**src/rtl/maxpool_reduce_writer_if.sv**
```systemverilog
// Handshake and control bundle between the pooling data path and its surroundings.
// The master side drives start, sizes and the pixel stream; the slave side is the reducer.
interface maxpool_reduce_writer_if #(
    parameter int DATA_W = 16,
    parameter int ADDR_W = 19
);
    logic              start;
    logic [4:0]        pool_w;
    logic [4:0]        pool_h;
    logic [9:0]        out_w;
    logic [9:0]        out_h;
    logic [ADDR_W-1:0] wr_base;
    logic              in_valid;
    logic              in_ready;
    logic [DATA_W-1:0] in_data;
    logic              wr_en;
    logic [ADDR_W-1:0] wr_addr;
    logic [DATA_W-1:0] wr_data;
    logic              busy;
    logic              done;
    logic              patch_end;
    logic              overrun;

    modport master (
        output start, pool_w, pool_h, out_w, out_h, wr_base, in_valid, in_data,
        input  in_ready, wr_en, wr_addr, wr_data, busy, done, patch_end, overrun
    );

    modport slave (
        input  start, pool_w, pool_h, out_w, out_h, wr_base, in_valid, in_data,
        output in_ready, wr_en, wr_addr, wr_data, busy, done, patch_end, overrun
    );
endinterface

```
**src/rtl/maxpool_reduce_writer.sv**
```systemverilog
// Reduces a patch-ordered pixel stream to one signed maximum per patch and writes
// each result to the pooled-output RAM at base + patch index.
module maxpool_reduce_writer #(
    parameter int DATA_W = 16,
    parameter int ADDR_W = 19
) (
    input  logic                    clk,
    input  logic                    reset,
    maxpool_reduce_writer_if.slave  bus
);
    typedef enum logic [1:0] {
        ST_IDLE  = 2'd0,
        ST_ACCUM = 2'd1,
        ST_WRITE = 2'd2,
        ST_DONE  = 2'd3
    } state_e;

    state_e                    state_q, state_d;
    logic [9:0]                psize_q, psize_d;
    logic [19:0]               total_q, total_d;
    logic [ADDR_W-1:0]         base_q, base_d;
    logic [9:0]                elem_cnt_q, elem_cnt_d;
    logic [19:0]               out_idx_q, out_idx_d;
    logic signed [DATA_W-1:0]  max_q, max_d;
    logic [ADDR_W-1:0]         wr_addr_q, wr_addr_d;
    logic [DATA_W-1:0]         wr_data_q, wr_data_d;
    logic                      overrun_q, overrun_d;
    logic                      in_ready_q, wr_en_q, busy_q, done_q;

    logic                      start_ok_s;
    logic                      accept_s;
    logic [9:0]                psize_new_s;
    logic [19:0]               total_new_s;
    logic [ADDR_W-1:0]         addr_sum_s;

    assign start_ok_s  = bus.start && ((state_q == ST_IDLE) || (state_q == ST_DONE));
    assign accept_s    = bus.in_valid && (state_q == ST_ACCUM);
    assign psize_new_s = 10'(bus.pool_w) * 10'(bus.pool_h);
    assign total_new_s = 20'(bus.out_w) * 20'(bus.out_h);
    assign addr_sum_s  = base_q + ADDR_W'(out_idx_q);

    // Next-state, datapath and latched-size logic
    always_comb begin
        state_d    = state_q;
        psize_d    = psize_q;
        total_d    = total_q;
        base_d     = base_q;
        elem_cnt_d = elem_cnt_q;
        out_idx_d  = out_idx_q;
        max_d      = max_q;
        wr_addr_d  = wr_addr_q;
        wr_data_d  = wr_data_q;
        overrun_d  = overrun_q;
        case (state_q)
            ST_IDLE, ST_DONE: begin
                if (start_ok_s) begin
                    psize_d    = psize_new_s;
                    total_d    = total_new_s;
                    base_d     = bus.wr_base;
                    elem_cnt_d = 10'd0;
                    out_idx_d  = 20'd0;
                    overrun_d  = 1'b0;
                    if ((psize_new_s == 10'd0) || (total_new_s == 20'd0)) begin
                        state_d = ST_DONE;
                    end else begin
                        state_d = ST_ACCUM;
                    end
                end else if (bus.in_valid) begin
                    overrun_d = 1'b1;
                end else begin
                    overrun_d = overrun_q;
                end
            end
            ST_ACCUM: begin
                if (accept_s) begin
                    // First sample of a patch always replaces the running maximum
                    if (elem_cnt_q == 10'd0) begin
                        max_d = $signed(bus.in_data);
                    end else if ($signed(bus.in_data) > max_q) begin
                        max_d = $signed(bus.in_data);
                    end else begin
                        max_d = max_q;
                    end
                    if (elem_cnt_q == (psize_q - 10'd1)) begin
                        elem_cnt_d = 10'd0;
                        state_d    = ST_WRITE;
                        wr_data_d  = max_d;
                        wr_addr_d  = addr_sum_s;
                    end else begin
                        elem_cnt_d = elem_cnt_q + 10'd1;
                    end
                end else begin
                    state_d = ST_ACCUM;
                end
            end
            ST_WRITE: begin
                if (out_idx_q == (total_q - 20'd1)) begin
                    state_d = ST_DONE;
                end else begin
                    out_idx_d = out_idx_q + 20'd1;
                    state_d   = ST_ACCUM;
                end
            end
            default: begin
                state_d = ST_IDLE;
            end
        endcase
    end

    // State, datapath and registered-output flops
    always_ff @(posedge clk or negedge reset) begin
        if (!reset) begin
            state_q    <= ST_IDLE;
            psize_q    <= 10'd0;
            total_q    <= 20'd0;
            base_q     <= '0;
            elem_cnt_q <= 10'd0;
            out_idx_q  <= 20'd0;
            max_q      <= '0;
            wr_addr_q  <= '0;
            wr_data_q  <= '0;
            overrun_q  <= 1'b0;
            in_ready_q <= 1'b0;
            wr_en_q    <= 1'b0;
            busy_q     <= 1'b0;
            done_q     <= 1'b0;
        end else begin
            state_q    <= state_d;
            psize_q    <= psize_d;
            total_q    <= total_d;
            base_q     <= base_d;
            elem_cnt_q <= elem_cnt_d;
            out_idx_q  <= out_idx_d;
            max_q      <= max_d;
            wr_addr_q  <= wr_addr_d;
            wr_data_q  <= wr_data_d;
            overrun_q  <= overrun_d;
            in_ready_q <= (state_d == ST_ACCUM);
            wr_en_q    <= (state_d == ST_WRITE);
            busy_q     <= (state_d == ST_ACCUM) || (state_d == ST_WRITE);
            done_q     <= (state_d == ST_DONE);
        end
    end

    assign bus.in_ready  = in_ready_q;
    assign bus.wr_en     = wr_en_q;
    assign bus.patch_end = wr_en_q;
    assign bus.wr_addr   = wr_addr_q;
    assign bus.wr_data   = wr_data_q;
    assign bus.busy      = busy_q;
    assign bus.done      = done_q;
    assign bus.overrun   = overrun_q;
endmodule
```
**src/flat_wrapper.sv**
```systemverilog
// flat-port wrapper written by rule: the top's interface ports become plain ports
module maxpool_reduce_writer_flat 
#(
    parameter int DATA_W = 16,
    parameter int ADDR_W = 19
)
  (clk, reset, bus_start, bus_pool_w, bus_pool_h, bus_out_w, bus_out_h, bus_wr_base, bus_in_valid, bus_in_data, bus_in_ready, bus_wr_en, bus_wr_addr, bus_wr_data, bus_busy, bus_done, bus_patch_end, bus_overrun);
  maxpool_reduce_writer_if #(.DATA_W(DATA_W), .ADDR_W(ADDR_W)) bus_i ();
  input  logic clk;
  input  logic reset;
  input wire logic [$bits(bus_i.start)-1:0] bus_start;
  input wire logic [$bits(bus_i.pool_w)-1:0] bus_pool_w;
  input wire logic [$bits(bus_i.pool_h)-1:0] bus_pool_h;
  input wire logic [$bits(bus_i.out_w)-1:0] bus_out_w;
  input wire logic [$bits(bus_i.out_h)-1:0] bus_out_h;
  input wire logic [$bits(bus_i.wr_base)-1:0] bus_wr_base;
  input wire logic [$bits(bus_i.in_valid)-1:0] bus_in_valid;
  input wire logic [$bits(bus_i.in_data)-1:0] bus_in_data;
  output wire logic [$bits(bus_i.in_ready)-1:0] bus_in_ready;
  output wire logic [$bits(bus_i.wr_en)-1:0] bus_wr_en;
  output wire logic [$bits(bus_i.wr_addr)-1:0] bus_wr_addr;
  output wire logic [$bits(bus_i.wr_data)-1:0] bus_wr_data;
  output wire logic [$bits(bus_i.busy)-1:0] bus_busy;
  output wire logic [$bits(bus_i.done)-1:0] bus_done;
  output wire logic [$bits(bus_i.patch_end)-1:0] bus_patch_end;
  output wire logic [$bits(bus_i.overrun)-1:0] bus_overrun;
  assign bus_i.start = bus_start;
  assign bus_i.pool_w = bus_pool_w;
  assign bus_i.pool_h = bus_pool_h;
  assign bus_i.out_w = bus_out_w;
  assign bus_i.out_h = bus_out_h;
  assign bus_i.wr_base = bus_wr_base;
  assign bus_i.in_valid = bus_in_valid;
  assign bus_i.in_data = bus_in_data;
  assign bus_in_ready = bus_i.in_ready;
  assign bus_wr_en = bus_i.wr_en;
  assign bus_wr_addr = bus_i.wr_addr;
  assign bus_wr_data = bus_i.wr_data;
  assign bus_busy = bus_i.busy;
  assign bus_done = bus_i.done;
  assign bus_patch_end = bus_i.patch_end;
  assign bus_overrun = bus_i.overrun;
  maxpool_reduce_writer #(.DATA_W(DATA_W), .ADDR_W(ADDR_W)) u_core (.clk(clk), .reset(reset), .bus(bus_i));
endmodule
```
**config.mk**
```make
export PLATFORM = sky130hd
export DESIGN_NAME = maxpool_reduce_writer_flat
export DESIGN_NICKNAME = d
export VERILOG_FILES = /design/src/rtl/maxpool_reduce_writer_if.sv /design/src/rtl/maxpool_reduce_writer.sv /design/src/flat_wrapper.sv
export SDC_FILE = /design/constraint.sdc
export NUM_CORES = 1
export LEC_CHECK = 0
export ABC_AREA = 1
export BUFFER_PORTS_ARGS = -buffer_cell sky130_fd_sc_hd__buf_2
export CORE_MARGIN = 2
export CORE_UTILIZATION = 60
export DETAILED_ROUTE_END_ITERATION = 10
export PLACE_DENSITY = 0.81
export SLEW_MARGIN = 10
export SYNTH_ARGS = -nofsm -noshare
export SYNTH_HDL_FRONTEND = slang
export SYNTH_SLANG_ARGS = --single-unit
```
**constraint.sdc**
```tcl
create_clock -name clk -period 2.59 [get_ports clk]
set_input_delay 0.259 -clock clk [delete_from_list [all_inputs] [get_ports clk]]
set_output_delay 0.259 -clock clk [all_outputs]
set_load 0.02 [all_outputs]
```
==> results of run 1 <==
-- synthesized netlist by cell type, types with 4 or more instances --
cell type / instances / area share, %
sky130_fd_sc_hd__o21ai_2: 20 / 1.3
sky130_fd_sc_hd__fa_1: 72 / 11
sky130_fd_sc_hd__clkbuf_1: 37 / 1.1
sky130_fd_sc_hd__dfrtp_1: 137 / 26
sky130_fd_sc_hd__and2_1: 4 / 0.19
sky130_fd_sc_hd__or2_2: 9 / 0.43
sky130_fd_sc_hd__inv_1: 306 / 8.7
sky130_fd_sc_hd__o21bai_1: 5 / 0.29
sky130_fd_sc_hd__nand3b_1: 7 / 0.40
sky130_fd_sc_hd__nor4_1: 9 / 0.43
sky130_fd_sc_hd__nor2_2: 4 / 0.19
sky130_fd_sc_hd__nand3_1: 130 / 5.0
sky130_fd_sc_hd__xnor2_1: 21 / 1.4
sky130_fd_sc_hd__nand4_1: 15 / 0.71
sky130_fd_sc_hd__buf_6: 5 / 0.43
sky130_fd_sc_hd__nor2_1: 99 / 2.8
sky130_fd_sc_hd__ha_1: 117 / 11
sky130_fd_sc_hd__a21oi_1: 56 / 2.1
sky130_fd_sc_hd__o22ai_1: 7 / 0.33
sky130_fd_sc_hd__a31oi_1: 4 / 0.19
sky130_fd_sc_hd__nand2_2: 5 / 0.24
sky130_fd_sc_hd__nor3_1: 11 / 0.42
sky130_fd_sc_hd__nand2_1: 623 / 18
sky130_fd_sc_hd__xor2_1: 44 / 2.9
sky130_fd_sc_hd__o21ai_0: 59 / 2.2
sky130_fd_sc_hd__o21ai_1: 7 / 0.27
-- cells in the final DEF, fill, tap and decap left out, types with 16 or more instances in the layout --
cell,synthesis,final
sky130_fd_sc_hd__a21oi_1,56,46
sky130_fd_sc_hd__buf_2,3,86
sky130_fd_sc_hd__buf_4,3,134
sky130_fd_sc_hd__buf_6,5,32
sky130_fd_sc_hd__clkbuf_16,0,19
sky130_fd_sc_hd__dfrtp_1,137,137
sky130_fd_sc_hd__fa_1,72,66
sky130_fd_sc_hd__ha_1,117,91
sky130_fd_sc_hd__ha_4,0,24
sky130_fd_sc_hd__inv_1,306,281
sky130_fd_sc_hd__inv_2,2,27
sky130_fd_sc_hd__nand2_1,623,561
sky130_fd_sc_hd__nand2_2,5,52
sky130_fd_sc_hd__nand3_1,130,119
sky130_fd_sc_hd__nor2_1,99,86
sky130_fd_sc_hd__o21ai_0,59,46
sky130_fd_sc_hd__o21ai_1,7,16
sky130_fd_sc_hd__o21ai_2,20,24
sky130_fd_sc_hd__xnor2_1,21,16
sky130_fd_sc_hd__xor2_1,44,43
-- through the flow --
stage | setup TNS [ps] | cells | setup slack [ps] | util (%)
floorplan | -30280 | 1843 | -2080 | -
CTS | -28660 | 2362 | -1917 | 75.19
global route | -33730 | 2372 | -2236 | 77.87
global placement | -39410 | 2306 | -2376 | 69.64
finish | -30650 | 2372 | -2082 | 77.87
detailed placement | -41130 | 2306 | -2476 | 69.64
-- final timing paths --
path	start	end	slack, ps	cells after the start
max in group asynchronous	reset	u_core.bus.wr_data[6]$_DFFE_PN0P_	1590	3
worst max register to register	u_core.total_q[0]$_DFFE_PN0P_	u_core.bus.busy$_DFF_PN0_	-50	18
worst min register to register	u_core.bus.wr_data[9]$_DFFE_PN0P_	u_core.bus.wr_data[9]$_DFFE_PN0P_	470	2
min in group asynchronous	reset	u_core.bus.wr_addr[1]$_DFFE_PN0P_	330	2
worst min-delay path	bus_wr_base[18]	u_core.base_q[18]$_DFFE_PN0P_	30	3
worst max-delay path	bus_out_h[2]	u_core.bus.busy$_DFF_PN0_	-2080	26
-- worst min-delay path, stage by stage --
cell and delay, ps:
sky130_fd_sc_hd__buf_2 70, sky130_fd_sc_hd__nand2_1 40, sky130_fd_sc_hd__nand2_1 50
-- state kept, by name, indices dropped and copies added (netlist names) --
name                  cells
u_core.base_q            19
u_core.bus.busy           1
u_core.bus.done           1
u_core.bus.in_ready       1
u_core.bus.overrun        1
u_core.bus.patch_end      1
u_core.bus.wr_addr       19
u_core.bus.wr_data       16
u_core.elem_cnt_q        10
u_core.max_q             16
u_core.out_idx_q         20
u_core.psize_q           10
u_core.state_q            2
u_core.total_q           20
-- power breakdown --
group          internal (mW)  switching [mW]  total (mW)  leakage, nW
registers               2.95           0.676        3.63         1.79
logic                   6.31            8.20        14.5         7.26
clock network           1.55           0.977        2.53        0.290
-- layout make-up --
| type | instances | area [µm²] |
|---|---|---|
| multi-input combinational | 1344 | 9140 |
| fill | 1552 | 4785 |
| sequential | 137 | 3428 |
| timing repair buffer | 270 | 2147 |
| inverter | 309 | 1160 |
| clock buffer | 20 | 446.7 |
| tap | 280 | 350.3 |
| clock inverter | 12 | 163.9 |
-- kinds of logic after synthesis --
logic type | after synthesis
flops | 137
buf+inv | 362
fa+ha+maj | 189
xor+xnor | 66
compound gates | 165
simple gates | 924
-- repair_timing --
item,4_1_cts,5_1_grt
hold endpoints to repair,43,0
endpoints found under the setup margin,23,96
pin swaps,69,66
setup buffers,25,8
hold buffers,1,0
cloned,0,3
gates resized for setup,116,116
-- layer usage --
| metal | GRT usage, % | up-vias |
|---|---|---|
| met4 | 12.77 | 0 |
| met5 | 0 | - |
| met2 | 56.52 | 462 |
| met3 | 4.221 | 135 |
| li1 | - | 6207 |
| met1 | 35.61 | 6038 |
==> impl_table.tex, run 1 <==
\begin{tabular}{lr}
\hline
Metric & Value \\
\hline
\multicolumn{2}{l}{\textbf{Floorplan}} \\
Number of cell rows & 54 \\
DIE AREA & 0.02308 mm² \\
Die Width & about 150 µm \\
Die Ht & 151.9 µm \\
Std-Cell Core Area & around 0.022 mm² \\
Starting density of the core & 60.73\% \\
I/O pin total & between 100 and 150 \\
\multicolumn{2}{l}{\textbf{Finish}} \\
Final nets & between 2000 and 2500 \\
Antenna diode count & 0 \\
Layout cell share with drive strength beyond 1 & 24.47\% \\
Post-route cell area & between 0.015 and 0.02 mm² \\
Synth-to-layout area growth & 28.23\% \\
\multicolumn{2}{l}{\textbf{Synthesis}} \\
Synthesized-area fraction occupied by ao, oa, aoi and oai cells & 7.204\% \\
Unique masters post-synth & 44 \\
Yosys reg bits & 137 \\
Simple-gate share of the synthesized area & 29.27\% \\
Adder-cell share of the synthesized area & 22.13\% \\
Main combinational cell family by area after synthesis & simple AND/OR/NAND/NOR gates \\
Mean area per synthesized cell & approximately 7 µm² \\
Mapped Nets & 2101 \\
Post-synthesis instance total & 1843 \\
Post-synthesis share of cell area spent on xor and xnor gates & 4.517\% \\
Area of the mapped netlist & 0.01313 mm² \\
Number of enable-type register cells in the synthesized netlist & 0 \\
Sequential element share of the synthesized area & 26.11\% \\
Number of warnings reported in the yosys synthesis log & 0 \\
Share of cell area taken by muxes after synthesis & 0\% \\
Asr flop ratio synth & between 90\% and 100\% \\
Main flop type after synthesis & sky130\_fd\_sc\_hd\_\_dfrtp\_1 \\
\multicolumn{2}{l}{\textbf{Clock tree}} \\
Htree depth & 4 \\
Buffer levels on the longest clock path & 2 \\
Cell at the root of the clock tree & sky130\_fd\_sc\_hd\_\_clkbuf\_16 \\
Number of clock sinks seen by CTS & 137 \\
Number of buffers created by CTS & 17 \\
Skew-Pair Late Insertion Delay & 430 ps \\
TritonCTS clock tree & done \\
CTS clock-pin slew for the worst setup and hold paths & 60 ps \\
\multicolumn{2}{l}{\textbf{Routing}} \\
Post-detailed-route via-to-cell ratio & 5.414 \\
DR pass1 iterations & 5 \\
Wire length on met1 & 13980 µm \\
Via count & between 10000 and 15000 \\
Average wire per cell in the routed design & 15.25 µm \\
Post-route ant nets & 0 \\
Iteration-0 DRC Markers & 762 \\
Amount of wire on met2 after detailed routing & 18890 µm \\
Top routing layer in use & met4 \\
Residual DRC & 0 \\
Aggregate routed wire length & 36160 µm \\
Met3 routed WL & 1690 µm \\
\multicolumn{2}{l}{\textbf{Setup path}} \\
CP max FO & 6 \\
Critical path startpoint category & primary input \\
Cell occurring most often along the worst timing path & sky130\_fd\_sc\_hd\_\_fa\_1 \\
Worst Path Class, Setup & in2reg \\
WP data arrival & between 4000 and 5000 ps \\
Sort of element at the end of the critical path & register \\
Slowest stage cell on the critical path & sky130\_fd\_sc\_hd\_\_fa\_1 \\
CP Buf/Inv Count & 5 \\
Delay of the slowest critical-path stage & 540 ps \\
Largest delay contributor family on the critical path & adder cells \\
CP required & between 2000 and 3000 ps \\
\multicolumn{2}{l}{\textbf{Place}} \\
Area post-placement & 0.01506 mm² \\
Global placer's final weighted congestion & just over 0.9 \\
HPWL Detailed & 25830 µm \\
Port buffer count & 109 \\
\multicolumn{2}{l}{\textbf{Global route}} \\
Global-route wire length before repair & 59110 µm \\
Maximum number of pins on one net before global-route repair & 52 \\
Congestion Overflow GR & 0 \\
Global-route usage over all layers & between 30\% and 40\% \\
Antenna violations before repair & 0 \\
Vias in the first global route & approximately 13000 \\
\multicolumn{2}{l}{\textbf{Power and ir drop}} \\
Worst IR drop on VDD & 0.0009377 V \\
Tot Pwr & 20.67 mW \\
Power Density & 1228 mW/mm² \\
Leak & 9.339 nW \\
\multicolumn{2}{l}{\textbf{STA}} \\
Final hold violation count & 0 \\
RSZ-0062 raised after global routing & true \\
Final setup fails & 21 \\
Rel. slew slack & 59.89\% \\
Time the final worst path needs with I/O delays and setup & 4672 ps \\
Final number of max-transition violations & 0 \\
Maximum achievable frequency & $\sim$0.21 GHz \\
Skew final & 14.73 ps \\
Hold\_ws & 29.91 ps \\
Fin crit share & 180.4\% \\
Worst Setup Slack, final & -2082 ps \\
Transition time at the pin with the least slew margin & approximately 600 ps \\
\multicolumn{2}{l}{\textbf{Job}} \\
Maximum Capacitance Violations & 0 \\
\multicolumn{2}{l}{\textbf{Outcome}} \\
Status & finished, violations left \\
Failing checks & setup timing \\
\multicolumn{2}{l}{\textbf{Hold path}} \\
Hold/Removal Path Class & in2reg \\
\hline
\end{tabular}
Note: power is estimated with default switching activity, not from simulation.
==> run 2: changes to the inputs <==
- CORE_UTILIZATION: 60 -> 40
- PLACE_DENSITY: 0.81 -> 0.58
==> impl_table.tex, run 2 (synthesis results as in run 1) <==
\begin{tabular}{lr}
\hline
Metric & Value \\
\hline
\multicolumn{2}{l}{\textbf{Routing}} \\
Residual DRC & 0 (unchanged) \\
DR pass1 iterations & 5 (unchanged) \\
Aggregate routed wire length & 32590 µm (-9.9\%) \\
Average wire per cell in the routed design & 12.94 µm (-15\%) \\
Post-route ant nets & 0 (unchanged) \\
Post-detailed-route via-to-cell ratio & 4.696 (-13\%) \\
Iteration-0 DRC Markers & 460 (-40\%) \\
Via count & 11830 (-7.9\%) \\
\multicolumn{2}{l}{\textbf{Setup path}} \\
Worst Path Class, Setup & in2reg \\
WP data arrival & 4820 ps (-170 ps) \\
Largest delay contributor family on the critical path & adder cells \\
Delay of the slowest critical-path stage & 540 ps (about the same) \\
CP required & 2970 ps (+60 ps) \\
Sort of element at the end of the critical path & register \\
CP Buf/Inv Count & 7 (+2) \\
Slowest stage cell on the critical path & sky130\_fd\_sc\_hd\_\_fa\_1 \\
CP max FO & 7 (+1) \\
Critical path startpoint category & primary input \\
\multicolumn{2}{l}{\textbf{Finish}} \\
Most used cells in the layout excluding fill and tap cells & 572 x sky130\_fd\_sc\_hd\_\_nand2\_1, 290 x sky130\_fd\_sc\_hd\_\_inv\_1, 140 x sky130\_fd\_sc\_hd\_\_buf\_4, 137 x sky130\_fd\_sc\_hd\_\_dfrtp\_1, 124 x sky130\_fd\_sc\_hd\_\_nand3\_1 \\
Number of cells in the finished layout apart from fillers & 2519 (+6.2\%) \\
Most common library cell in the layout ignoring fill and taps & sky130\_fd\_sc\_hd\_\_nand2\_1 \\
Final Core Density & 51.32\% (-27 points) \\
Synth-to-layout area growth & 26.84\% \\
Regs by FF count & u\_core.out\_idx\_q x20, u\_core.total\_q x20 \\
Number of fill cells & 3230 (+110\%) \\
Layout cell share with drive strength beyond 1 & 22.25\% (-2.2 points) \\
Final nets & 2322 (-0.64\%) \\
\multicolumn{2}{l}{\textbf{Clock tree}} \\
Number of clock sinks seen by CTS & 137 (unchanged) \\
Htree depth & 4 (unchanged) \\
Buffer levels on the longest clock path & 2 (unchanged) \\
Number of buffers created by CTS & 17 (unchanged) \\
Cell at the root of the clock tree & sky130\_fd\_sc\_hd\_\_clkbuf\_16 \\
CTS clock-pin slew for the worst setup and hold paths & 60 ps (about the same) \\
TritonCTS clock tree & done \\
Skew-Pair Late Insertion Delay & 430 ps (about the same) \\
\multicolumn{2}{l}{\textbf{STA}} \\
Final hold violation count & 0 (unchanged) \\
Rel. slew slack & 64.67\% (+4.8 points) \\
Final number of max-transition violations & 0 (unchanged) \\
Maximum achievable frequency & 0.2247 GHz (+5.0\%) \\
RSZ-0062 raised after global routing & true \\
Skew final & 11.30 ps (-3.430 ps) \\
Final setup fails & 21 (unchanged) \\
Fin crit share & 171.8\% (-8.6 points) \\
Transition time at the pin with the least slew margin & 530.0 ps (-66.13 ps) \\
Time the final worst path needs with I/O delays and setup & 4450 ps (-222.1 ps) \\
Worst Setup Slack, final & -1860 ps (+222.0 ps) \\
\multicolumn{2}{l}{\textbf{Outcome}} \\
Failing checks & setup timing \\
Status & finished, violations left \\
\multicolumn{2}{l}{\textbf{Power and ir drop}} \\
Proportion of total power due to net switching & 46.55\% (-1.1 points) \\
Psw & 8.827 mW (-10\%) \\
Combinational group share of total power & 68.0\% (-2.2 points) \\
Clock group share of total power & 13.1\% (+0.9 points) \\
Leak & 9.200 nW (-1.5\%) \\
Power Density & 1139 mW/mm² (-7.3\%) \\
Worst IR drop on VDD & 0.0007249 V (-23\%) \\
Total internal power & 10.14 mW (-6.3\%) \\
Sequential power share & 19.0\% (+1.5 points) \\
\multicolumn{2}{l}{\textbf{Floorplan}} \\
DIE AREA & 0.03429 mm² (+49\%) \\
Std-Cell Core Area & 0.03245 mm² (+50\%) \\
Number of cell rows & 66 (+22\%) \\
I/O pin total & 110 (unchanged) \\
Die Ht & 185.2 µm (+22\%) \\
Die Width & 185.2 µm (+22\%) \\
Starting density of the core & 40.46\% (-20 points) \\
\multicolumn{2}{l}{\textbf{Place}} \\
Port buffer count & 109 (unchanged) \\
DP Cell Count & 2476 (+7.4\%) \\
HPWL Detailed & 26130 µm (+1.2\%) \\
Global placer's final weighted congestion & 0.8656 (-6.3\%) \\
\multicolumn{2}{l}{\textbf{Global route}} \\
Vias in the first global route & 11930 (-7.6\%) \\
Global-route wire length before repair & 55180 µm (-6.7\%) \\
Global-route usage over all layers & 19.85\% (-11 points) \\
Congestion Overflow GR & 0 (unchanged) \\
Maximum number of pins on one net before global-route repair & 57 (+9.6\%) \\
Antenna violations before repair & 1 (+1) \\
\multicolumn{2}{l}{\textbf{Hold path}} \\
Hold/Removal Path Class & in2reg \\
\multicolumn{2}{l}{\textbf{Job}} \\
Maximum Capacitance Violations & 0 (unchanged) \\
\hline
\end{tabular}
run 2: cell types whose count changed in the layout (fill, tap and decap cells not counted), moves of 6 or more:
| cell | delta |
|---|---|
| sky130_fd_sc_hd__buf_6 | -19 |
| sky130_fd_sc_hd__nand2_1 | +11 |
| sky130_fd_sc_hd__inv_1 | +9 |
| sky130_fd_sc_hd__inv_2 | -9 |
| sky130_fd_sc_hd__nand2_2 | -9 |
| sky130_fd_sc_hd__buf_12 | -6 |
| sky130_fd_sc_hd__buf_4 | +6 |
run 2: worst paths after layout:
check / from / endpoint / slack (ps) / cells past startpoint
worst max-delay path: bus_out_w[5] / u_core.bus.busy$_DFF_PN0_ / -1860 / 29
worst min-delay path: bus_wr_base[5] / u_core.base_q[5]$_DFFE_PN0P_ / 30 / 3
worst max register to register: u_core.psize_q[0]$_DFFE_PN0P_ / u_core.bus.done$_DFF_PN0_ / 60 / 15
worst min register to register: u_core.bus.wr_data[14]$_DFFE_PN0P_ / u_core.bus.wr_data[14]$_DFFE_PN0P_ / 470 / 2
max in group asynchronous: reset / u_core.max_q[14]$_DFFE_PN0P_ / 1580 / 3
min in group asynchronous: reset / u_core.base_q[5]$_DFFE_PN0P_ / 370 / 2
run 2: area by class of cell:
cell class / instances / area (µm²) / share of cell area [%]
clock buffers: 23 / 467.9 / 2.810
clock inverters: 8 / 120.1 / 0.7212
diodes: 1 / 2.502 / 0.01503
flip-flops and latches: 137 / 3428 / 20.58
multi-input cells: 1344 / 9025 / 54.19
repair buffers: 255 / 1898 / 11.40
inverters: 309 / 1160 / 6.964
well taps: 442 / 553.0 / 3.321
run 2: metal layers:
layer / vias up / wire length [µm] / GRT usage, %
li1: 6177 / - / -
met1: 5454 / 15010 / 24.39
met2: 154 / 16350 / 36.78
met3: 44 / 705 / 1.966
met4: 0 / 530 / 5.492
met5: - / 0 / 0
run 2: worst register-to-register path: stages (launching register included):
cell                      delay (ps)
sky130_fd_sc_hd__dfrtp_1         380
sky130_fd_sc_hd__inv_1            70
sky130_fd_sc_hd__ha_1            300
sky130_fd_sc_hd__xor2_1          160
sky130_fd_sc_hd__nand3_1          90
sky130_fd_sc_hd__nor2_1           90
sky130_fd_sc_hd__nand2_1          60
sky130_fd_sc_hd__nor2_1          140
sky130_fd_sc_hd__nand4_2         190
sky130_fd_sc_hd__nor2_2          170
sky130_fd_sc_hd__inv_2            50
sky130_fd_sc_hd__nand2_1          50
sky130_fd_sc_hd__nand3_1          60
sky130_fd_sc_hd__o21ai_0         190
sky130_fd_sc_hd__inv_1           160
sky130_fd_sc_hd__ha_2            230
run 2: timing repair:
item,CTS,global route
hold buffers,1,0
gates cloned,0,1
setup buffers,4,8
resized for setup,96,75
setup endpoints to repair,23,62
pin swaps,44,35
endpoints found under the hold margin,53,0
run 2: stage by stage:
| step | area [µm²] | worst slack [ps] | hold WS [ps] | TNS [ps] | power (mW) |
|---|---|---|---|---|---|
| 3_3_place_gp | 15310 | -2424 | 255.8 | -40050 | 14.72 |
| 6_report | 16650 | -1860 | 29.34 | -26090 | 18.96 |
| 5_1_grt | 16650 | -2103 | 32.64 | -29840 | 20.88 |
| 2_1_floorplan | 13550 | -2080 | -36.59 | -30280 | 11.12 |
| 3_5_place_dp | 15310 | -2492 | 260.9 | -41480 | 14.83 |
| 4_1_cts | 16300 | -1897 | 17.68 | -26400 | 18.11 |
run 2: power by group through the flow:
stage	logic (mW)	clock network (mW)	registers, mW
after floorplan	7.39	0	3.73
after global placement	11.1	0	3.61
after CTS	12.0	2.53	3.60
final	12.9	2.48	3.60
after detailed placement	11.2	0	3.63
after global routing	14.6	2.61	3.71
==> run 3: changes to the inputs <==
- CORE_ASPECT_RATIO: not set -> 1.4
==> impl_table.tex, run 3 (synthesis results as in run 1) <==
\begin{tabular}{lr}
\hline
Metric & Value \\
\hline
\multicolumn{2}{l}{\textbf{Outcome}} \\
Status & finished, violations left \\
Failing checks & setup timing \\
\multicolumn{2}{l}{\textbf{Power and ir drop}} \\
Leak & 9.394 nW (+2.1\%) \\
Sequential power share & 18.2\% (-0.8 points) \\
Worst IR drop on VDD & 0.0006467 V (-11\%) \\
Proportion of total power due to net switching & 46.27\% (-0.28 points) \\
Power Density & 1148 mW/mm² (+0.80\%) \\
Psw & 9.098 mW (+3.1\%) \\
Clock group share of total power & 13.8\% (+0.7 points) \\
Tot Pwr & 19.66 mW (+3.7\%) \\
Combinational group share of total power & 68.0\% (about the same) \\
Total internal power & 10.56 mW (+4.2\%) \\
\multicolumn{2}{l}{\textbf{Place}} \\
DP Cell Count & 2472 (-0.16\%) \\
HPWL Detailed & 26330 µm (+0.74\%) \\
Global placer's final weighted congestion & 0.9537 (+10\%) \\
Port buffer count & 109 (unchanged) \\
\multicolumn{2}{l}{\textbf{Global route}} \\
Congestion Overflow GR & 0 (unchanged) \\
Maximum number of pins on one net before global-route repair & 58 (+1.8\%) \\
Global-route wire length before repair & 54900 µm (-0.51\%) \\
Vias in the first global route & 12050 (+0.96\%) \\
Global-route usage over all layers & 19.76\% (-0.089 points) \\
Antenna violations before repair & 0 (-1) \\
\multicolumn{2}{l}{\textbf{Finish}} \\
Combined area of the multi-input logic cells & 0.009201 mm² (+2.0\%) \\
Most common library cell in the layout ignoring fill and taps & sky130\_fd\_sc\_hd\_\_nand2\_1 \\
Synth-to-layout area growth & 30.47\% \\
Most used cells in the layout excluding fill and tap cells & 560 x sky130\_fd\_sc\_hd\_\_nand2\_1, 288 x sky130\_fd\_sc\_hd\_\_inv\_1, 137 x sky130\_fd\_sc\_hd\_\_dfrtp\_1, 134 x sky130\_fd\_sc\_hd\_\_buf\_4, 120 x sky130\_fd\_sc\_hd\_\_nand3\_1 \\
Regs by FF count & u\_core.out\_idx\_q x20, u\_core.total\_q x20 \\
Antenna diode count & 0 (-1) \\
Final nets & 2334 (+0.52\%) \\
Number of fill cells & 3145 (-2.6\%) \\
Layout cell share with drive strength beyond 1 & 24.41\% (+2.2 points) \\
Sequential Area & 0.003428 mm² (unchanged) \\
Final Core Density & 52.87\% (+1.6 points) \\
Number of cells in the finished layout apart from fillers & 2529 (+0.40\%) \\
\multicolumn{2}{l}{\textbf{Routing}} \\
Iteration-0 DRC Markers & 613 (+33\%) \\
Post-detailed-route via-to-cell ratio & 4.794 (+2.1\%) \\
Via count & 12130 (+2.5\%) \\
Residual DRC & 0 (unchanged) \\
Post-route ant nets & 0 (unchanged) \\
Average wire per cell in the routed design & 13.15 µm (+1.6\%) \\
DR pass1 iterations & 5 (unchanged) \\
Aggregate routed wire length & 33260 µm (+2.0\%) \\
\multicolumn{2}{l}{\textbf{Hold path}} \\
Hold/Removal Path Class & in2reg \\
Beginning of the worst hold path & bus\_wr\_base[6] \\
Instance count along the most critical hold path & 3 (unchanged) \\
Hold Crit Endpoint & u\_core.base\_q[6]\$\_DFFE\_PN0P\_ \\
\multicolumn{2}{l}{\textbf{Setup path}} \\
Launch point of the worst reg-to-reg path & u\_core.total\_q[0]\$\_DFFE\_PN0P\_ \\
CP max FO & 6 (-1) \\
Cell occurring most often along the worst timing path & sky130\_fd\_sc\_hd\_\_fa\_1 \\
Critical path startpoint category & primary input \\
WP data arrival & 4820 ps (about the same) \\
Reg-to-reg endpoint & u\_core.bus.busy\$\_DFF\_PN0\_ \\
Register-to-register setup slack & 100 ps (+40 ps) \\
CP required & 2970 ps (about the same) \\
Delay of the slowest critical-path stage & 550 ps (about the same) \\
Slowest stage cell on the critical path & sky130\_fd\_sc\_hd\_\_fa\_1 \\
Number of cell instances on the worst register-to-register path & 18 (+3) \\
Worst Path Class, Setup & in2reg \\
Sort of element at the end of the critical path & register \\
\multicolumn{2}{l}{\textbf{STA}} \\
Rel. slew slack & 61.07\% (-3.6 points) \\
Fin crit share & 171.3\% (-0.48 points) \\
Hold\_ws & 18.25 ps (-11.09 ps) \\
Maximum achievable frequency & 0.2254 GHz (+0.28\%) \\
Skew final & 10.80 ps (-0.4987 ps) \\
Final setup fails & 21 (unchanged) \\
Worst Setup Slack, final & -1847 ps (+12.45 ps) \\
Time the final worst path needs with I/O delays and setup & 4437 ps (-12.45 ps) \\
Transition time at the pin with the least slew margin & 583.9 ps (+53.96 ps) \\
Final number of max-transition violations & 0 (unchanged) \\
Final hold violation count & 0 (unchanged) \\
RSZ-0062 raised after global routing & true \\
Sum of negative setup slack & -25790 ps (+297.2 ps) \\
\multicolumn{2}{l}{\textbf{Clock tree}} \\
Number of clock sinks seen by CTS & 137 (unchanged) \\
Number of buffers created by CTS & 17 (unchanged) \\
Htree depth & 4 (unchanged) \\
Cell at the root of the clock tree & sky130\_fd\_sc\_hd\_\_clkbuf\_16 \\
Skew-Pair Late Insertion Delay & 440 ps (about the same) \\
Buffer levels on the longest clock path & 2 (unchanged) \\
TritonCTS clock tree & done \\
CTS clock-pin slew for the worst setup and hold paths & 70 ps (about the same) \\
\multicolumn{2}{l}{\textbf{Floorplan}} \\
Std-Cell Core Area & 0.03240 mm² (-0.16\%) \\
DIE AREA & 0.03431 mm² (about the same) \\
Number of cell rows & 78 (+18\%) \\
Die Width & 157.1 µm (-15\%) \\
I/O pin total & 110 (unchanged) \\
Die Ht & 218.4 µm (+18\%) \\
Starting density of the core & 40.52\% (+0.066 points) \\
\multicolumn{2}{l}{\textbf{Job}} \\
Maximum Capacitance Violations & 0 (unchanged) \\
\hline
\end{tabular}
run 3: cell count changes in the layout (fill, tap and decap cells not counted), moves of 4 or more:
cell / delta
sky130_fd_sc_hd__nand2_1: -12
sky130_fd_sc_hd__buf_6: +9
sky130_fd_sc_hd__nand2_2: +9
sky130_fd_sc_hd__buf_12: +7
sky130_fd_sc_hd__buf_4: -6
sky130_fd_sc_hd__clkinv_4: +5
sky130_fd_sc_hd__ha_1: -5
sky130_fd_sc_hd__ha_4: +5
sky130_fd_sc_hd__nor2_1: -5
sky130_fd_sc_hd__nand2_4: +4
sky130_fd_sc_hd__nand3_1: -4
sky130_fd_sc_hd__o21ai_1: -4
run 3: worst max path at each step:
stage,start,end,slack [ps],cells past startpoint
5_1_grt,bus_out_h[3],u_core.bus.busy$_DFF_PN0_,-2080,30
6_report,bus_out_h[1],u_core.bus.busy$_DFF_PN0_,-1850,26
4_1_cts,bus_out_w[5],u_core.bus.busy$_DFF_PN0_,-1830,28
2_1_floorplan,bus_out_w[5],u_core.bus.busy$_DFF_PN0_,-2080,30
3_5_place_dp,bus_out_h[3],u_core.bus.busy$_DFF_PN0_,-2570,26
3_3_place_gp,bus_out_w[2],u_core.bus.busy$_DFF_PN0_,-2530,26
run 3: area by class of cell:
| class | count | share of cell area, % |
|---|---|---|
| multi-input cells | 1345 | 53.71 |
| repair buffers | 266 | 12.49 |
| clock inverters | 14 | 1.300 |
| flip-flops and latches | 137 | 20.01 |
| well taps | 440 | 3.214 |
| inverters | 309 | 6.770 |
| clock buffers | 18 | 2.505 |
run 3: metal layers:
layer	track usage (%)	share of wire, %	vias up
li1	-	-	6213
met1	21.50	40	5663
met2	38.46	54	183
met3	2.439	2.3	66
met4	7.273	3.2	0
met5	0	0	-
run 3: stage by stage:
step | worst slack (ps) | instance area (µm²)
after floorplan | -2080 | 13550
after global placement | -2527 | 15300
after detailed placement | -2565 | 15300
after CTS | -1825 | 16640
after global routing | -2081 | 17130
final | -1847 | 17130
run 3: power by group through the flow:
stage	Combinational [mW]	Sequential [mW]	Clock (mW)
global placement	11.1	3.59	0
finish	13.4	3.57	2.72
CTS	12.8	3.58	2.77
global route	15.0	3.69	2.86
floorplan	7.39	3.73	0
detailed placement	11.2	3.60	0
run 3: timing repair:
item,CTS,global route
resized for setup,157,88
hold buffers,1,0
pin swaps,62,54
cloned,0,4
setup buffers,13,17
setup endpoints to repair,22,42
hold endpoints to repair,54,0
run 3: worst max-delay path, delay by kind of cell:
kind                       cells  cell delay [ps]
adders and majority gates      7             2980
and+or+nand+nor               13             1110
buffers and inverters          5              270
AOI/OAI and AO/OA              1              200
